File: config.mk
export PLATFORM = sky130hd
export DESIGN_NAME = mem_bridge_flat
export DESIGN_NICKNAME = d
export VERILOG_FILES = /design/src/rtl/mem_bridge_pkg.sv /design/src/rtl/mem_bridge_if.sv /design/src/rtl/mem_bridge_timer.sv /design/src/rtl/mem_bridge.sv /design/src/flat_wrapper.sv
export SDC_FILE = /design/constraint.sdc
export NUM_CORES = 1
export LEC_CHECK = 0
export BUFFER_PORTS_ARGS = -buffer_cell sky130_fd_sc_hd__buf_2
export CORE_MARGIN = 10
export CORE_UTILIZATION = 40
export DETAILED_ROUTE_END_ITERATION = 10
export PLACE_DENSITY_LB_ADDON = 0.2
export SYNTH_ARGS = -nofsm -noshare
export SYNTH_HDL_FRONTEND = slang
export SYNTH_SLANG_ARGS = --single-unit
File: constraint.sdc
create_clock -name clk -period 2.53 [get_ports clk]
set_input_delay 0.1265 -clock clk [delete_from_list [all_inputs] [get_ports clk]]
set_output_delay 0.1265 -clock clk [all_outputs]
set_load 0.01 [all_outputs]
File: src/rtl/mem_bridge_pkg.sv
// Shared types and constants for the CPU-to-memory bridge.
// The optional REQ timeout is enabled with the MEM_BRIDGE_TIMEOUT_EN macro.
package mem_bridge_pkg;

  localparam int unsigned DEF_TIMEOUT_CYCLES = 15;
  localparam int unsigned DEF_DATA_W         = 32;

  // Low address bits that must be zero for a word-aligned access.
  localparam logic [1:0] ALIGN_MASK = 2'b11;

  typedef enum logic [1:0] {
    ST_IDLE = 2'd0,
    ST_REQ  = 2'd1,
    ST_DONE = 2'd2,
    ST_ERR  = 2'd3
  } state_t;

  function automatic logic is_aligned(input logic [1:0] addr_lsb);
    return (addr_lsb & ALIGN_MASK) == 2'b00;
  endfunction

endpackage

File: src/rtl/mem_bridge_if.sv
// Bundles the CPU-side request/response and memory-side handshake of mem_bridge.
// slave is the bridge's view; master is the view of the surrounding CPU/memory.
interface mem_bridge_if import mem_bridge_pkg::*; #(
  parameter int unsigned DATA_W = DEF_DATA_W
);

  logic              cpu_req;
  logic              cpu_we;
  logic [DATA_W-1:0] cpu_addr;
  logic [DATA_W-1:0] cpu_wdata;
  logic [DATA_W-1:0] cpu_rdata;
  logic              cpu_ready;
  logic              err;

  logic              mem_valid;
  logic              mem_we;
  logic [DATA_W-1:0] mem_addr;
  logic [DATA_W-1:0] mem_wdata;
  logic              mem_ready;
  logic [DATA_W-1:0] mem_rdata;

  modport slave (
    input  cpu_req, cpu_we, cpu_addr, cpu_wdata, mem_ready, mem_rdata,
    output cpu_rdata, cpu_ready, err, mem_valid, mem_we, mem_addr, mem_wdata
  );

  modport master (
    output cpu_req, cpu_we, cpu_addr, cpu_wdata, mem_ready, mem_rdata,
    input  cpu_rdata, cpu_ready, err, mem_valid, mem_we, mem_addr, mem_wdata
  );

endinterface

File: src/rtl/mem_bridge_timer.sv
// REQ-phase watchdog: cleared by load, counts enabled cycles, and flags the
// cycle whose increment would reach LIMIT. Used only with MEM_BRIDGE_TIMEOUT_EN.
module mem_bridge_timer import mem_bridge_pkg::*; #(
  parameter int unsigned LIMIT = DEF_TIMEOUT_CYCLES
) (
  input  logic clk,
  input  logic reset,
  input  logic load,
  input  logic enable,
  output logic expired
);

  localparam int unsigned    W    = (LIMIT < 1) ? 1 : $clog2(LIMIT + 1);
  localparam logic [W-1:0]   LAST = W'(LIMIT - 1);

  logic [W-1:0] count;

  always_ff @(posedge clk or posedge reset) begin
    if (reset) begin
      count <= '0;
    end else if (load) begin
      count <= '0;
    end else if (enable) begin
      count <= count + 1'b1;
    end
  end

  // Expiry is flagged while the counter sits one below LIMIT so that the
  // FSM leaves REQ on the same edge that the count reaches LIMIT.
  always_comb begin
    expired = enable && (count == LAST);
  end

endmodule

File: src/rtl/mem_bridge.sv
// Multicycle CPU to single-port memory bridge with alignment check.
// Optional REQ timeout is compiled in with MEM_BRIDGE_TIMEOUT_EN.
module mem_bridge import mem_bridge_pkg::*; #(
  parameter int unsigned TIMEOUT_CYCLES = DEF_TIMEOUT_CYCLES,
  parameter int unsigned DATA_W         = DEF_DATA_W
) (
  input  logic         clk,
  input  logic         reset,
  mem_bridge_if.slave  bus
);

  state_t state;
  state_t state_next;

  logic              req_we;
  logic [DATA_W-1:0] req_addr;
  logic [DATA_W-1:0] req_wdata;
  logic [DATA_W-1:0] rdata;

  logic accept;
  logic timed_out;

  always_comb begin
    accept = (state == ST_IDLE) && bus.cpu_req && is_aligned(bus.cpu_addr[1:0]);
  end

`ifdef MEM_BRIDGE_TIMEOUT_EN
  logic timer_enable;
  logic timer_expired;

  always_comb begin
    timer_enable = (state == ST_REQ) && !bus.mem_ready;
  end

  mem_bridge_timer #(
    .LIMIT (TIMEOUT_CYCLES)
  ) u_timer (
    .clk     (clk),
    .reset   (reset),
    .load    (accept),
    .enable  (timer_enable),
    .expired (timer_expired)
  );

  always_comb begin
    timed_out = timer_expired;
  end
`else
  always_comb begin
    timed_out = 1'b0;
  end
`endif

  always_ff @(posedge clk or posedge reset) begin
    if (reset) begin
      state <= ST_IDLE;
    end else begin
      state <= state_next;
    end
  end

  always_comb begin
    state_next = state;
    case (state)
      ST_IDLE: begin
        if (bus.cpu_req) begin
          state_next = is_aligned(bus.cpu_addr[1:0]) ? ST_REQ : ST_ERR;
        end
      end
      ST_REQ: begin
        // A completion in the same cycle as the timeout limit takes priority.
        if (bus.mem_ready) begin
          state_next = ST_DONE;
        end else if (timed_out) begin
          state_next = ST_ERR;
        end
      end
      ST_DONE: state_next = ST_IDLE;
      ST_ERR:  state_next = ST_IDLE;
      default: state_next = ST_IDLE;
    endcase
  end

  always_ff @(posedge clk or posedge reset) begin
    if (reset) begin
      req_we    <= 1'b0;
      req_addr  <= '0;
      req_wdata <= '0;
      rdata     <= '0;
    end else begin
      if (accept) begin
        req_we    <= bus.cpu_we;
        req_addr  <= bus.cpu_addr;
        req_wdata <= bus.cpu_wdata;
      end
      if ((state == ST_REQ) && bus.mem_ready && !req_we) begin
        rdata <= bus.mem_rdata;
      end
    end
  end

  // Handshake outputs decode the registered state directly, so an
  // asynchronous reset removes mem_valid without waiting for a clock edge.
  always_comb begin
    bus.mem_valid = 1'b0;
    bus.cpu_ready = 1'b0;
    bus.err       = 1'b0;
    case (state)
      ST_REQ:  bus.mem_valid = 1'b1;
      ST_DONE: bus.cpu_ready = 1'b1;
      ST_ERR: begin
        bus.cpu_ready = 1'b1;
        bus.err       = 1'b1;
      end
      default: ;
    endcase
  end

  always_comb begin
    bus.mem_we    = req_we;
    bus.mem_addr  = req_addr;
    bus.mem_wdata = req_wdata;
    bus.cpu_rdata = rdata;
  end

endmodule

File: src/flat_wrapper.sv
// flat-port wrapper written by rule: the top's interface ports become plain ports
module mem_bridge_flat import mem_bridge_pkg::*;
#(
  parameter int unsigned TIMEOUT_CYCLES = DEF_TIMEOUT_CYCLES,
  parameter int unsigned DATA_W         = DEF_DATA_W
)
  (clk, reset, bus_cpu_req, bus_cpu_we, bus_cpu_addr, bus_cpu_wdata, bus_mem_ready, bus_mem_rdata, bus_cpu_rdata, bus_cpu_ready, bus_err, bus_mem_valid, bus_mem_we, bus_mem_addr, bus_mem_wdata);
  mem_bridge_if #(.DATA_W(DATA_W)) bus_i ();
  input  logic clk;
  input  logic reset;
  input wire logic [$bits(bus_i.cpu_req)-1:0] bus_cpu_req;
  input wire logic [$bits(bus_i.cpu_we)-1:0] bus_cpu_we;
  input wire logic [$bits(bus_i.cpu_addr)-1:0] bus_cpu_addr;
  input wire logic [$bits(bus_i.cpu_wdata)-1:0] bus_cpu_wdata;
  input wire logic [$bits(bus_i.mem_ready)-1:0] bus_mem_ready;
  input wire logic [$bits(bus_i.mem_rdata)-1:0] bus_mem_rdata;
  output wire logic [$bits(bus_i.cpu_rdata)-1:0] bus_cpu_rdata;
  output wire logic [$bits(bus_i.cpu_ready)-1:0] bus_cpu_ready;
  output wire logic [$bits(bus_i.err)-1:0] bus_err;
  output wire logic [$bits(bus_i.mem_valid)-1:0] bus_mem_valid;
  output wire logic [$bits(bus_i.mem_we)-1:0] bus_mem_we;
  output wire logic [$bits(bus_i.mem_addr)-1:0] bus_mem_addr;
  output wire logic [$bits(bus_i.mem_wdata)-1:0] bus_mem_wdata;
  assign bus_i.cpu_req = bus_cpu_req;
  assign bus_i.cpu_we = bus_cpu_we;
  assign bus_i.cpu_addr = bus_cpu_addr;
  assign bus_i.cpu_wdata = bus_cpu_wdata;
  assign bus_i.mem_ready = bus_mem_ready;
  assign bus_i.mem_rdata = bus_mem_rdata;
  assign bus_cpu_rdata = bus_i.cpu_rdata;
  assign bus_cpu_ready = bus_i.cpu_ready;
  assign bus_err = bus_i.err;
  assign bus_mem_valid = bus_i.mem_valid;
  assign bus_mem_we = bus_i.mem_we;
  assign bus_mem_addr = bus_i.mem_addr;
  assign bus_mem_wdata = bus_i.mem_wdata;
  mem_bridge #(.TIMEOUT_CYCLES(TIMEOUT_CYCLES), .DATA_W(DATA_W)) u_core (.clk(clk), .reset(reset), .bus(bus_i));
endmodule
==> results.tsv <==
stage	metric	value	unit
outcome	status	finished clean	
cells_and_area	seq_area	2480	µm²
synth	synthTopCellsByArea	dfrtp_1 66%, mux2_2 28%, buf_8 2.0%	
cells_and_area	finalNetCount	615	
clock_network	insertion_delay	0.35	ns
cells_and_area	area_growth	57.6	%
cells_and_area	multiInputGateArea	1170	µm²
setup_path	crit_path_start_kind	flop	
timing	maxSlewViolCount	0	
setup_path	cp-endpoint	u_core.bus.mem_wdata[26]	
timing	fin_skew	0.0122	ns
global_routing	grt-ovfl-total	0	
floorplanning	die_width	117	µm
floorplanning	dieArea	13700	µm²
run	drv_cap	0	
clock_network	clk_pin_slew	0.09	ns
cells_and_area	final_cell_area	5920	µm²
timing	fin_crit	1.79	ns
synth	avgSynthCellArea	17.2	µm²
global_routing	grt_usage	15.8	%
detailed_routing	drt_wl_total	10800	µm
power	leakagePower	2.90	nW
synth	synthCells	219	
synth	async_reset_ff_share	100	%
setup_path	rrSetupSlack	0.74	ns
floorplanning	rows	35	
setup_path	crit_start	u_core.state[0]	
floorplanning	initial_core_util	40.9	%
synth	yosysSeqAreaShare	65.9	%
synth	synth_area_leader_cell	dfrtp_1	
setup_path	cp.required	2.76	ns
placement	port_buffers	200	
clock_network	cts_buffers	9	
floorplanning	coreArea	9200	µm²
setup_path	path_class	flop to flop	
timing	setup_ws	0.744	ns
timing	max-slew-margin-rel	67.4	%
detailed_routing	ant_nets	0	
global_routing	grt_pass1_vias	3277	
min_path	holdCritPathClass	input pin to flop	
timing	finalSetupViolCount	0	
clock_network	ctsHtreeMaxLevel	3	
synth	synthAdderAreaFrac	0	%
cells_and_area	fillers	684	
synth	synth_top_family_by_area	multiplexers	
timing	hold_violations	0	
setup_path	r2r-start	u_core.state[0]	
synth	muxShareOfSynthArea	28.5	%
global_routing	grt_max_degree	53	
synth	ys.flop_type	dfrtp_1	
synth	synth_nets	320	
setup_path	crit_arrival	2.01	ns
power	power_density	1050	nW/µm²
detailed_routing	drcViolationCount	0	
synth	yosysMostFrequentCell	dfrtp_1	
detailed_routing	dr.pass1.iters	4	
clock_network	cts_tree	done	
setup_path	reg2reg_to	u_core.bus.mem_wdata[26]	
global_routing	grt_pass1_wl	16900	µm
synth	syn_area	3760	µm²
synth	synth_commonest_cells	99 x dfrtp_1, 94 x mux2_2, 5 x buf_8, 4 x nor2b_1, 3 x buf_4	
placement	preCtsSetupSlack	0.742	ns
cells_and_area	drive_above_1_share	61.1	%
synth	synth_edf_count	0	
synth	ys_ff_latch	99	
timing	max_freq	560	MHz
detailed_routing	drt_iter0_drc	90	
floorplanning	pin_count	201	
synth	synth-simple-area-share	2.13	%
detailed_routing	wl_per_cell	17.1	µm
setup_path	critPathMaxFanout	39	
timing	period_share	70.6	%
clock_network	clk_root_buffer_cell	clkbuf_8	
power	ir_worst_vdd	0.492	mV
synth	synth_xor_xnor_area_share	0	%
placement	gp_congestion	0.703	
setup_path	endpoint_kind	flop	
detailed_routing	num_vias	2885	
clock_network	cts_buffer_depth	2	
synth	synth_compound_gate_area_share	0.266	%
synth	synth.top_cell.area_share	65.9	%
global_routing	antenna_found_initial	0	
timing	rsz0062_at_grt	false	
power	total_power	6.19	mW
floorplanning	fp.dieH	117	µm
clock_network	postCtsSetupRepairBufs	0	
synth	synth.distinct_cells	17	
setup_path	r2r_cells	4	
detailed_routing	via_per_inst	4.57	
placement	place_area	4840	µm²
timing	tightest_slew	0.489	ns
timing	setup-tns-final	0	ns
synth	yosysWarnings	0	
placement	post-dp-hpwl	7490	µm
clock_network	clkSinkCount	99	
## worst max-delay path, cell delays in order (launching register included)
cell	delay [ns]
dfrtp_1	0.41
nand2b_1	0.20
nor4_4	0.17
buf_4	0.47
mux2_2	0.40
## worst min-delay path by stage
stage / slack (ns) / endpoint / cells past startpoint / startpoint
finish: 0.02 / u_core.bus.cpu_rdata[16] / 2 / bus_mem_rdata[16]
global route: 0.002 / u_core.bus.cpu_rdata[16] / 2 / bus_mem_rdata[16]
CTS: 0.001 / u_core.bus.mem_addr[11] / 2 / bus_cpu_addr[11]
detailed placement: 0.19 / u_core.bus.mem_addr[10] / 2 / reset
global placement: 0.18 / u_core.bus.mem_addr[10] / 2 / reset
floorplan: 0.26 / u_core.bus.cpu_rdata[3] / 1 / bus_mem_rdata[3]
## cell usage in the layout (no fill, tap or decap), drive strengths merged
| cell | synthesis | routed |
|---|---|---|
| and2 | 1 | 1 |
| diode | 0 | 1 |
| clkbuf | 1 | 11 |
| nor2b | 4 | 4 |
| nor3 | 1 | 1 |
| nand2b | 1 | 1 |
| clkinv | 0 | 4 |
| buf | 10 | 205 |
| nor2 | 2 | 2 |
| dlygate4sd3 | 0 | 90 |
| nor4 | 1 | 1 |
| dfrtp | 99 | 99 |
| clkinvlp | 0 | 2 |
| nand2 | 1 | 1 |
| mux2 | 95 | 95 |
| o21ai | 2 | 2 |
## registers in the layout, indices dropped and copies added (netlist names)
signal                flops
u_core.bus.cpu_rdata     32
u_core.bus.mem_we         1
u_core.bus.mem_addr      32
u_core.bus.mem_wdata     32
u_core.state              2
## routing by layer
layer | up-vias | routed length [µm] | global-route usage (%)
li1 | 1357 | - | -
met1 | 1380 | 3960 | 16.7
met2 | 134 | 5180 | 26.3
met3 | 14 | 1490 | 9.02
met4 | 0 | 143 | 4.28
met5 | - | 0 | 0
## metrics by stage
stage	utilization [%]	hold WS, ns	cells
floorplan	-	0.261	219
global placement	52.6	0.184	524
CTS	64.2	0.00127	628
finish	64.4	0.0196	631
detailed placement	52.6	0.186	524
global route	64.4	0.00158	630
## where the power goes
part / switching [mW] / total (mW) / internal, mW
Sequential: 0.395 / 2.76 / 2.36
Combinational: 1.18 / 2.52 / 1.35
Clock: 0.526 / 0.915 / 0.389
## cell families after synthesis
| logic type | after synthesis |
|---|---|
| muxes | 95 |
| AOI/OAI and AO/OA | 2 |
| DFF | 99 |
| and+or+nand+nor | 11 |
| buffers and inverters | 12 |
## timing repair
action                                  in CTS  in global routing
gates resized for setup                      0                  0
endpoints found under the hold margin      107                  2
hold buffers                                88                  2
endpoints found under the setup margin       0                  0
## final cells by class
cell class,instances,share of cell area (%)
Sequential cell,99,41.8
Inverter,1,0.127
Timing Repair Buffer,295,32.9
Tap cell,111,2.34
Clock buffer,11,2.39
Clock inverter,5,0.655
Multi-Input combinational cell,108,19.7
Antenna cell,1,0.0422
(Power assumes the default switching activity.)
